[src/rtl/instr_fetch_unit.sv]
`default_nettype none
// ============================================================================
// Module   : instr_fetch_unit
// Purpose  : Instruction fetch unit with a single-outstanding memory request
//            FSM and a small prefetch FIFO feeding decode. A branch flushes the
//            FIFO and redirects the fetch stream. A response that is already
//            in flight when the branch arrives is discarded.
// Options  : FETCH_STALL_CNT_EN enables the saturating decode-starvation
//            counter. When it is undefined, stall_cnt_o is tied to zero.
// Revision : 1.0 - initial release
// ============================================================================
module instr_fetch_unit #(
  parameter logic [31:0] BOOT_ADDR  = 32'h0000_0000,
  parameter int          FIFO_DEPTH = 2
) (
  input  logic        clk,
  input  logic        rst,
  output logic        instr_req_o,
  output logic [31:0] instr_addr_o,
  input  logic        instr_gnt_i,
  input  logic        instr_rvalid_i,
  input  logic [31:0] instr_rdata_i,
  input  logic        branch_i,
  input  logic [31:0] branch_addr_i,
  output logic        fetch_valid_o,
  input  logic        fetch_ready_i,
  output logic [31:0] fetch_instr_o,
  output logic [31:0] fetch_pc_o,
  output logic [15:0] stall_cnt_o
);

  localparam int               PTR_W     = (FIFO_DEPTH > 1) ? $clog2(FIFO_DEPTH) : 1;
  localparam int               CNT_W     = $clog2(FIFO_DEPTH + 1);
  localparam logic [PTR_W-1:0] LAST_PTR  = PTR_W'(FIFO_DEPTH - 1);
  localparam logic [CNT_W-1:0] DEPTH_CNT = CNT_W'(FIFO_DEPTH);

  // IDLE: no request. REQ: request driven, awaiting grant.
  // WAIT: granted, awaiting data. DROP: granted, but the data is stale.
  typedef enum logic [1:0] {
    IDLE = 2'd0,
    REQ  = 2'd1,
    WAIT = 2'd2,
    DROP = 2'd3
  } state_t;

  state_t           state;
  state_t           state_next;
  logic [31:0]      pend_pc;
  logic [31:0]      fifo_instr [FIFO_DEPTH];
  logic [31:0]      fifo_pc    [FIFO_DEPTH];
  logic [PTR_W-1:0] wr_ptr;
  logic [PTR_W-1:0] rd_ptr;
  logic [CNT_W-1:0] count;
  logic [CNT_W-1:0] count_next;
  logic             resp_accept;
  logic             push;
  logic             pop;
  logic             can_req;
  logic [31:0]      push_pc;
  logic [31:0]      branch_target;
  logic             unused_branch_lsbs;

  assign branch_target      = {branch_addr_i[31:2], 2'b00};
  assign unused_branch_lsbs = ^branch_addr_i[1:0];

  // The head comes from FIFO storage registers, so it never passes rdata through combinationally.
  assign fetch_valid_o = (count != '0);
  assign fetch_instr_o = fifo_instr[rd_ptr];
  assign fetch_pc_o    = fifo_pc[rd_ptr];

  // Response acceptance, FIFO push/pop and occupancy bookkeeping; a branch wins over both.
  always_comb begin
    resp_accept = 1'b0;
    push_pc     = pend_pc;
    case (state)
      REQ: begin
        resp_accept = instr_gnt_i & instr_rvalid_i;
        push_pc     = instr_addr_o;
      end
      WAIT:    resp_accept = instr_rvalid_i;
      default: resp_accept = 1'b0;
    endcase
    pop  = fetch_valid_o & fetch_ready_i & ~branch_i;
    push = resp_accept & ~branch_i & ((count != DEPTH_CNT) | pop);
    if (branch_i) begin
      count_next = '0;
    end else begin
      count_next = count + CNT_W'(push) - CNT_W'(pop);
    end
    // The upcoming request is the only one in flight, so the FIFO just needs a free slot.
    can_req = (count_next < DEPTH_CNT);
  end

  // Next-state selection for the request FSM.
  always_comb begin
    state_next = state;
    case (state)
      IDLE: begin
        if (can_req) state_next = REQ;
      end
      REQ: begin
        if (instr_gnt_i) begin
          if (instr_rvalid_i)  state_next = can_req ? REQ : IDLE;
          else if (branch_i)   state_next = DROP;
          else                 state_next = WAIT;
        end
      end
      WAIT: begin
        if (instr_rvalid_i)    state_next = can_req ? REQ : IDLE;
        else if (branch_i)     state_next = DROP;
      end
      DROP: begin
        if (instr_rvalid_i)    state_next = can_req ? REQ : IDLE;
      end
      default: state_next = IDLE;
    endcase
  end

  // FSM state, registered request and fetch address; the address advances on grant.
  always_ff @(posedge clk) begin
    if (rst) begin
      state        <= IDLE;
      instr_req_o  <= 1'b0;
      instr_addr_o <= BOOT_ADDR;
      pend_pc      <= 32'h0;
    end else begin
      state       <= state_next;
      instr_req_o <= (state_next == REQ);
      if (branch_i) begin
        instr_addr_o <= branch_target;
      end else if ((state == REQ) && instr_gnt_i) begin
        instr_addr_o <= instr_addr_o + 32'd4;
      end
      if ((state == REQ) && instr_gnt_i) begin
        pend_pc <= instr_addr_o;
      end
    end
  end

  // Prefetch FIFO storage and pointers; a branch empties it in one cycle.
  always_ff @(posedge clk) begin
    if (rst) begin
      wr_ptr <= '0;
      rd_ptr <= '0;
      count  <= '0;
      for (int i = 0; i < FIFO_DEPTH; i++) begin
        fifo_instr[i] <= 32'h0;
        fifo_pc[i]    <= 32'h0;
      end
    end else begin
      count <= count_next;
      if (branch_i) begin
        wr_ptr <= '0;
        rd_ptr <= '0;
      end else begin
        if (push) begin
          fifo_instr[wr_ptr] <= instr_rdata_i;
          fifo_pc[wr_ptr]    <= push_pc;
          wr_ptr             <= (wr_ptr == LAST_PTR) ? '0 : wr_ptr + PTR_W'(1);
        end
        if (pop) begin
          rd_ptr <= (rd_ptr == LAST_PTR) ? '0 : rd_ptr + PTR_W'(1);
        end
      end
    end
  end

`ifdef FETCH_STALL_CNT_EN
  logic [15:0] stall_cnt;

  // Count cycles where decode is ready but has nothing to take; saturates at all-ones.
  always_ff @(posedge clk) begin
    if (rst) begin
      stall_cnt <= 16'h0;
    end else if (fetch_ready_i && !fetch_valid_o && (stall_cnt != 16'hFFFF)) begin
      stall_cnt <= stall_cnt + 16'd1;
    end
  end

  assign stall_cnt_o = stall_cnt;
`else
  assign stall_cnt_o = 16'h0;
`endif

endmodule
`default_nettype wire

[config.mk]
export PLATFORM = sky130hd
export DESIGN_NAME = instr_fetch_unit
export DESIGN_NICKNAME = d
export VERILOG_FILES = /design/src/rtl/instr_fetch_unit.sv
export SDC_FILE = /design/constraint.sdc
export NUM_CORES = 1
export LEC_CHECK = 0
export CORE_UTILIZATION = 52
export CTS_BUF_LIST = sky130_fd_sc_hd__clkbuf_16
export DETAILED_ROUTE_END_ITERATION = 12
export HOLD_SLACK_MARGIN = 0.03
export PLACE_DENSITY = 0.81
export SYNTH_ARGS = -nofsm -noshare
export SYNTH_HDL_FRONTEND = slang
export SYNTH_SLANG_ARGS = --single-unit
[constraint.sdc]
create_clock -name clk -period 6.63 [get_ports clk]
set_clock_uncertainty 0.05 [all_clocks]
set_input_delay 1.326 -clock clk [delete_from_list [all_inputs] [get_ports clk]]
set_output_delay 1.326 -clock clk [all_outputs]
set_load 0.005 [all_outputs]
==> impl_metrics.yaml <==
cts:
  clkLatencyLatePin_ns: 0.44
  cts_tree: "yes"
  postCtsHoldBufs: 0
  cts_sinks: 192
  htreeDepth: 4
  cts-resized-gates: 0
  cts_inserted_buffers: 17
  clk_pin_slew_ns: 0.07
  cts_root_buf: "clkbuf_16"
  clk_path_buf_depth: 2
  post_cts.repair.setup_buffers: 0
route:
  vias: 6254
  routed_via_density: 5.415
  wl_um: 19660
  wl_per_cell_um: 17.03
  initialDrtViolationCount: 479
  drc: 0
  dr.pass1.iters: 4
  antenna_left: 0
finish:
  nets: 999
  n_fill_cell: 1287
  diodes: 0
  drive_gt1_share_pct: 13.90
  area_growth_pct: 24.68
sta:
  slew_headroom_pct: 29.83
  rsz0062_at_grt: "false"
  final.min_clock_period_ns: 4.107
  whs_ns: 0.4039
  finalHoldViolations: 0
  max_slew.worst_pin.slew_ns: 1.049
  setup_viol: 0
  fmax_ghz: 0.2435
  maxSlewViolCount: 0
  fin_crit_sh_pct: 61.95
  setup_tns_ns: 0
run:
  maxCapViolations: 0
setup_path:
  criticalPathCategory: "in2reg"
  critPathArrivalTime_ns: 4.44
  r2r_start: "state[0]"
  r2r_end: "instr_req_o"
  critical_path.max_stage_delay_ns: 0.79
  crit_path_start_kind: "input port"
  path_buf_inv: 2
  slowest_stage: "or4_1"
  crit_top_cell: "ha_1"
  critPathTopFamily: "simple AND/OR/NAND/NOR gates"
  reg2reg_setup_slack_ns: 3.32
  reg2reg_depth: 12
  critPathRequiredTime_ns: 6.96
  path_max_fanout: 8
  end_kind: "register"
  cp_cell_sequence: "clkdlybuf4s50_1 > a21oi_1 > or4_1 > ha_1 > inv_1 > ha_1 > xor3_1 > nand2_1 > nor2_1 > a211oi_1 > and2_1"
die:
  die_x_um: 133.3
  start_util_pct: 53.71
  coreArea_mm2: 0.01670
  die_h_um: 133.3
  die_area_mm2: 0.01778
  rows: 47
  ioPinCount: 184
global_routing:
  grt_max_degree: 58
  grt_overflow: 0
  grt_antenna_before_repair: 0
  grt_use_total_pct: 22.73
  grt_pass1_vias: 6094
  grt_pass1_wl_um: 31010
logic_synthesis:
  ys_seq_area_share_pct: 56.69
  synthFlopType: "edfxtp_1"
  synth_edf_count: 124
  synth_area_leader_cell: "edfxtp_1"
  synth-seq-cells: 192
  synth_cell_types: 46
  synth_fa_ha_area_share_pct: 0.9764
  synth-simple-area-share_pct: 17.14
  synth-compound-area-share_pct: 5.105
  syn_avg_cell_area_um2: 11.40
  synth.area.top_cells: "edfxtp_1 42%, dfxtp_1 15%, mux2_2 7.8%, nor2_1 4.1%, mux2i_1 3.6%"
  yosys.area.top_type_share_pct: 41.51
  yosys.area_share.xor_xnor_pct: 3.292
  synth_top_family_by_area: "simple AND/OR/NAND/NOR gates"
  ys_async_sr_fraction_pct: 0
  synth_most_common_cell: "edfxtp_1"
  syn_inst: 787
  synth_mux_area_share_pct: 11.35
  yosys_warnings: 0
  syn-cell-area_mm2: 0.008970
  netlist_top_cells_count: "124 x edfxtp_1, 99 x nor2_1, 75 x nand2_1, 68 x dfxtp_1, 62 x mux2_2"
min_path:
  hold_path.class: "reg2reg"
  hold_start: "pend_pc[31]"
  hold_end: "pend_pc[31]"
  hold_depth: 2
place:
  gp_congestion: 0.8274
  hpwlAfterDp_um: 12420
  io_buffers: 161
pwr:
  ir_drop_mv: 0.2205
  leakagePower_nw: 4.136
  power_density_mw_per_mm2: 236.1
status:
  outcome: "completed"
-- routing by layer --
layer | GRT usage, % | up-vias | share of wire [%]
li1 | - | 3013 | -
met1 | 28.66 | 3015 | 43
met2 | 38.60 | 195 | 49
met3 | 4.262 | 31 | 5.8
met4 | 8.965 | 0 | 2.3
met5 | 0 | - | 0
-- cell type report --
class / count / area (um2) / area share (%)
Inverter: 8 / 30.03 / 0.2685
Timing Repair Buffer: 170 / 1687 / 15.08
Clock buffer: 17 / 425.4 / 3.804
Sequential cell: 192 / 5086 / 45.48
Tap cell: 220 / 275.3 / 2.461
Multi-Input combinational cell: 533 / 3497 / 31.27
Clock inverter: 15 / 182.7 / 1.633
-- how the worst max path moves through the flow --
| stage | from | end | slack [ns] | depth (start not counted) |
|---|---|---|---|---|
| after floorplan | branch_i | fifo_instr[0][0] | 1.0 | 4 |
| final | instr_gnt_i | instr_req_o | 2.52 | 11 |
| after global placement | instr_gnt_i | instr_req_o | 2.12 | 11 |
| after CTS | instr_gnt_i | instr_req_o | 2.54 | 11 |
| after global routing | instr_gnt_i | instr_req_o | 2.38 | 11 |
| after detailed placement | instr_gnt_i | instr_req_o | 2.11 | 11 |
-- placed cells by master (no fill, tap or decap), drive strengths merged, types with 4 or more instances in the layout --
cell / count
nand4: 15
dfxtp: 68
edfxtp: 124
nor4: 5
nand3: 8
clkdlybuf4s50: 160
and2: 35
clkbuf: 17
xnor2: 11
nand2: 77
mux2: 62
mux2i: 32
and4: 4
nor2: 102
clkinvlp: 4
a211oi: 20
buf: 10
conb: 20
and3: 39
inv: 13
o22ai: 5
ha: 7
a21oi: 43
nor3: 11
xor2: 20
-- logic make-up after synthesis --
| logic type | count (synthesis) |
|---|---|
| fa+ha+maj | 7 |
| xor+xnor | 32 |
| compound gates | 77 |
| mux | 94 |
| buf+inv | 81 |
| flops | 192 |
| simple gates | 303 |
| other cells | 1 |
-- state kept, by name (all words and copies together), names as in the netlist, named ones only --
register      cells
count             2
fifo_instr       64
fifo_pc          60
instr_addr_o     30
instr_req_o       1
pend_pc          30
rd_ptr            1
state             2
wr_ptr            1
-- where the power goes --
part	internal [mW]	switching [mW]
Clock	0.597	0.454
Sequential	1.31	0.0339
Combinational	0.129	0.112
-- metrics by stage --
stage	worst slack [ns]	total power, mW	utilization, %	std cells	area (um2)
2_1_floorplan	0.9982	1.490	-	806	9041
3_3_place_gp	2.118	1.611	63.32	1123	10580
3_5_place_dp	2.107	1.615	63.32	1123	10580
4_1_cts	2.542	2.648	66.96	1155	11180
5_1_grt	2.377	2.720	66.96	1155	11180
6_report	2.523	2.641	66.96	1155	11180
-- worst register-to-register path: stages, from the launching register on --
cell	delay, ns
dfxtp_1	0.46
inv_1	0.10
ha_1	0.29
nand2_1	0.05
or4_1	0.68
ha_1	0.40
inv_1	0.04
ha_1	0.18
xor3_1	0.36
nand2_1	0.13
nor2_1	0.06
a211oi_1	0.28
and2_1	0.17
(Power assumes the default switching activity.)
